`src/rtl/cpu_sequencer.sv`:
```
// Instruction sequencer: steps the CPU through FETCH/DECODE/EXECUTE/WRITEBACK,
// with run/step control, a HALT trap and a wrapping retired-instruction counter.
module cpu_sequencer #(
  parameter int COUNT_W = 8
) (
  input  logic               clk,
  input  logic               reset,
  input  logic               run,
  input  logic               step,
  input  logic               resume,
  input  logic               halt_op,
  input  logic               cu_reg_we,
  output logic               ir_load,
  output logic               pc_en,
  output logic               reg_we,
  output logic [2:0]         state,
  output logic               busy,
  output logic               halted,
  output logic [COUNT_W-1:0] instr_count
);

  typedef enum logic [2:0] {
    S_IDLE      = 3'd0,
    S_FETCH     = 3'd1,
    S_DECODE    = 3'd2,
    S_EXECUTE   = 3'd3,
    S_WRITEBACK = 3'd4,
    S_HALT      = 3'd5
  } state_t;

  // Plain 3-bit register so the unused codes 6-7 stay representable.
  logic [2:0]         r_state;
  logic [2:0]         w_state_nxt;
  logic               r_single;
  logic               w_single_nxt;
  logic [COUNT_W-1:0] r_count;

  always_ff @(posedge clk or negedge reset) begin
    if (!reset) begin
      r_state  <= S_IDLE;
      r_single <= 1'b0;
      r_count  <= '0;
    end else begin
      r_state  <= w_state_nxt;
      r_single <= w_single_nxt;
      if (r_state == S_WRITEBACK)
        r_count <= r_count + COUNT_W'(1);
    end
  end

  always_comb begin
    w_state_nxt  = S_IDLE;
    w_single_nxt = r_single;
    case (r_state)
      S_IDLE: begin
        if (run) begin
          w_state_nxt  = S_FETCH;
          w_single_nxt = 1'b0;
        end else if (step) begin
          w_state_nxt  = S_FETCH;
          w_single_nxt = 1'b1;
        end else begin
          w_state_nxt  = S_IDLE;
        end
      end
      S_FETCH:     w_state_nxt = S_DECODE;
      S_DECODE:    w_state_nxt = halt_op ? S_HALT : S_EXECUTE;
      S_EXECUTE:   w_state_nxt = S_WRITEBACK;
      S_WRITEBACK: w_state_nxt = (r_single || !run) ? S_IDLE : S_FETCH;
      S_HALT:      w_state_nxt = resume ? S_IDLE : S_HALT;
      default:     w_state_nxt = S_IDLE;
    endcase
  end

  // Moore strobes; only reg_we additionally qualifies on the control unit.
  assign ir_load     = (r_state == S_FETCH);
  assign pc_en       = (r_state == S_WRITEBACK);
  assign reg_we      = (r_state == S_WRITEBACK) && cu_reg_we;
  assign busy        = (r_state >= S_FETCH) && (r_state <= S_WRITEBACK);
  assign halted      = (r_state == S_HALT);
  assign state       = r_state;
  assign instr_count = r_count;

endmodule

```
`config.mk`:
```
export PLATFORM = sky130hd
export DESIGN_NAME = cpu_sequencer
export DESIGN_NICKNAME = d
export VERILOG_FILES = /design/src/rtl/cpu_sequencer.sv
export SDC_FILE = /design/constraint.sdc
export NUM_CORES = 1
export LEC_CHECK = 0
export ABC_AREA = 1
export CAP_MARGIN = 20
export CORE_UTILIZATION = 46
export DETAILED_ROUTE_END_ITERATION = 7
export PLACE_DENSITY = 0.82
export SLEW_MARGIN = 20
export SYNTH_ARGS = -nofsm -noshare
export SYNTH_HDL_FRONTEND = slang
export SYNTH_SLANG_ARGS = --single-unit
```
`constraint.sdc`:
```
create_clock -name clk -period 1.6 [get_ports clk]
set_input_delay 0.24 -clock clk [delete_from_list [all_inputs] [get_ports clk]]
set_output_delay 0.24 -clock clk [all_outputs]
set_load 0.03 [all_outputs]
```
Yosys cells after proc, flatten, opt, wreduce, memory -nomap -nowiden

Cells that the tools add are included.

Word-level logic and storage cells: 26
Register bits: 12
Output and inout port bits: 16

Magnitude comparators: 2
Equality and inequality tests: 5
Add/subtract/negate cells: 1
Mux-type cells: 8
Reduce and logical (&&, ||, !) cells: 7

Operators with widths:

| kind                                                                                | count |
|---|---|
| 3-bit case mux with 6 select lines                                                  | 1 |
| 8-bit by 1-bit adder with 8-bit output, second input constant                       | 1 |
| 3-bit by 2-bit == test with 1-bit output, second input constant                     | 2 |
| 3-bit == test, second input constant                                                | 2 |
| 3-bit 2-to-1 mux                                                                    | 2 |
| 1-bit 2-to-1 mux                                                                    | 5 |
| 3-bit by 1-bit == test with 1-bit output, second input constant                     | 1 |
| 3-bit by 1-bit greater-or-equal comparator with 1-bit output, second input constant | 1 |
| 3-bit <= comparator, second input constant                                          | 1 |
| 3-bit logical NOT                                                                   | 1 |
| 1-bit logical AND                                                                   | 2 |
| 2-bit AND reduction                                                                 | 1 |
| 2-bit nonzero test                                                                  | 1 |
| 1-bit logical NOT                                                                   | 1 |
| 1-bit logical OR                                                                    | 1 |

Logic depth before layout (Yosys ltp)

Gate-level depths: netlist of run 1.

Word-level depth: 4
Gate-level depth with buffers: 7
Gate-level depth less buffers: 7

Worst setup path before layout of run 1

OpenSTA, ideal clock, no wires.

Path type: register -> output
Start: register r_state[2], in the netlist state[2]
End: output port busy
Slack: 23 ps
Path buffers: 1
Required time: 1360 ps
Stages on the path, launching flop included: 4
Arrival: 1337 ps
Cells stage by stage: dfrtp_1 buf_6 nand3_4 a21oi_1

Cells in the longest elaborated chain, start to end: 2

RTL lines:

| item                                                                                                | RTL line | source |
|---|---|---|
| from (decl)                                                                                         | 32       | `logic [2:0] r_state;` |
| from (signal assigned)                                                                              | 44       | `r_state <= w_state_nxt;` |
| 3-bit by 1-bit greater-or-equal comparator with 1-bit output or 3-bit <= comparator (tied branches) | 79       | `assign busy = (r_state >= S_FETCH) && (r_state <= S_WRITEBACK);` |
| 1-bit logical AND (*)                                                                               | 79       |  |
| to (decl)                                                                                           | 17       | `output logic busy,` |

Mark *: on every way between the ends. The rest lies on a longest branch, timed or not.

Worst setup path in the final report of run 1

Start: register r_state[1], in the netlist state[1]
End: output port busy

The elaborated chain is that of the path after synthesis.

==> results.cfg, run 1 <==
[status]
status = finished clean

[power]
cellPowerDensity_mw_per_mm2 = 1820
power_mw = 1.70
max-vdd-ir-drop_mv = 1.14
cellLeakagePower_nw = 0.519

[logic_synthesis]
synth_common_cells = nand2_1 (29), dfrtp_1 (12), nor2_1 (9), inv_1 (8), nand3_1 (5)
yosysSeqAreaShare_pct = 46.1
syn_avg_cell_area_um2 = 7.85
yosysWarnings = 0
synth_nets = 91
yosys.area.top_type = dfrtp_1
synth-seq-cells = 12
yosysMostFrequentCell = nand2_1
synth_cell_types = 18
synth_edf_count = 0
ys_top_cells_by_area = dfrtp_1 (46%), nand2_1 (17%), xor2_1 (5.4%), nor2_1 (5.2%), inv_1 (4.6%)
synthCells = 83
async_reset_ff_share_pct = 100
synthFlopType = dfrtp_1
synth_top_area_share_pct = 46.1
synth_area_um2 = 652

[sta]
finalCritPeriodShare_pct = 95.7
finalCriticalPeriod_ps = 1530
hold_viol_final = 0
skew_ps = 5.31
fin_hold_ws_ps = 317
max_slew_margin_pct = 63.1
worst_pin_slew_ps = 552
tns_ps = 0
rsz0062_at_grt = no
slew_viol_final = 0
fmax_mhz = 653
setup_viol = 0

[drt]
wl_um = 1450
wl_per_cell_um = 11.4
via_per_inst = 4.81
drt_iter0_markers = 7
vias = 611
ant_nets = 0
drc = 0
drtPass1Iterations = 4

[cts]
clk_pin_slew_ps = 80
clockBufferDepth = 2
cts_tree = yes
insertion_delay_ps = 270
cts_max_level = 1
root_buffer = clkbuf_4
clock-sinks = 12
numCtsBuffers = 3
hold_buffers = 0

[die]
num_io_pins = 23
die_w_um = 39.6
die-area_mm2 = 0.00157
core_area_mm2 = 0.00132
start_util_pct = 49.5
rows = 13
fp.dieH_um = 39.6

[finish]
diodes = 0
area_growth_pct = 42.8
drive_gt1_share_pct = 17.9
num-fill-cells = 102
fin_util_pct = 70.7
fin_nets = 121
seq_area_um2 = 300
design_area_um2 = 931
multi_input_area_um2 = 303

[global_route]
grt_pass1_wl_um = 2210
gr-usage-all-layers_pct = 22.0
grt_max_degree = 13
grt_pass1_vias = 504
antenna_found_initial = 0
overflow = 0

[worst_setup_path]
path_max_fanout = 7
cp-end-kind = output pin
path_class = reg2out
crit_path_start_kind = register
critPathArrivalTime_ps = 1290
crit_required_ps = 1360
r2r_slack_ps = 310

[job]
maxCapViolCount = 0

[worst_hold_path]
hp-class = in2async

[place]
gp_congestion = 0.746
post_dp_cell_area_um2 = 885
port_buffers = 22
hpwlAfterDp_um = 1090
## logic make-up (layout without fill, tap and decap cells)
| group | Yosys count | count (layout) | synth area share (%) |
|---|---|---|---|
| AO/OA/AOI/OAI | 5 | 5 | 4.41 |
| buffers and inverters | 12 | 41 | 8.06 |
| AND/OR/NAND/NOR | 49 | 49 | 34.2 |
| adder cells (fa/ha/maj) | 1 | 1 | 1.92 |
| flip-flops | 12 | 12 | 46.1 |
| XOR/XNOR | 4 | 4 | 5.37 |
## cell type report
| class | instances | area share (%) |
|---|---|---|
| Clock buffer | 4 | 3.90 |
| Inverter | 11 | 4.70 |
| Timing Repair Buffer | 26 | 24.6 |
| Multi-Input combinational cell | 59 | 32.5 |
| Sequential cell | 12 | 32.3 |
| Tap cell | 15 | 2.02 |
## layer usage
metal  vias to the layer above  global-route usage (%)  wire length, um
li1                        320                       -                -
met3                         4                    5.11               42
met4                         0                    10.3               26
met5                         -                       0                0
met2                        10                    36.1              718
met1                       277                    26.6              662
## cell usage in the layout, fill, tap and decap left out
cell	n
a21oi_2	1
buf_4	8
clkbuf_2	1
clkbuf_4	3
clkbuf_8	1
clkdlybuf4s50_1	6
dfrtp_1	12
dlygate4sd2_1	9
dlymetal6s2s_1	2
ha_1	1
inv_1	8
inv_2	2
inv_4	1
nand2_1	29
nand3_1	5
nand3_4	1
nand3b_1	1
nand4_1	2
nor2_1	9
nor2_2	1
nor2_4	1
o21ai_1	2
o22ai_1	1
o31ai_1	1
xor2_1	4
## through the flow
step / std cells / worst slack [ps]
after floorplan: 83 / 23.0
after global placement: 121 / 112
after detailed placement: 121 / 30.5
after CTS: 125 / 5.65
after global routing: 127 / 17.3
final: 127 / 68.9
## critical path, cell delays in order, from the launching register on
cell and delay [ps]:
dfrtp_1 410, inv_2 60, buf_4 120, nand3_4 110
a21oi_2 150, buf_4 170
## registers in the layout, indices dropped and copies added, names as in the netlist
name         cells
instr_count      8
state            3
r_single         1
## path summary, 6_finish.rpt
kind	startpoint	cells after the start	to
setup / recovery	state[1]	5	busy
hold / removal	reset	1	instr_count[2]
setup reg to reg	state[1]	8	instr_count[5]
hold reg to reg	r_single	2	r_single
max in group asynchronous	reset	1	instr_count[1]
min in group clk	r_single	2	r_single
## report_power, final
group | internal (mW) | leakage, nW | switching (mW)
Clock | 0.138 | 0.0210 | 0.106
Sequential | 0.400 | 0.157 | 0.101
Combinational | 0.340 | 0.341 | 0.612
## repair_timing
action	CTS	global route
setup endpoints to repair	10	5
buffers inserted	0	2
resized for setup	10	6
No activity file was read; power rests on OpenSTA's default activity.
==> run 2: changes to the inputs <==
--- a/config.mk
+++ b/config.mk
@@ -8,6 +8,7 @@
 export ABC_AREA = 1
 export CAP_MARGIN = 20
 export CORE_UTILIZATION = 46
+export CTS_CLUSTER_SIZE = 8
 export DETAILED_ROUTE_END_ITERATION = 7
 export PLACE_DENSITY = 0.82
 export SLEW_MARGIN = 20
==> results of run 2 <==
Same layout as run 1: the final DEF is identical, and so are final timing and power.
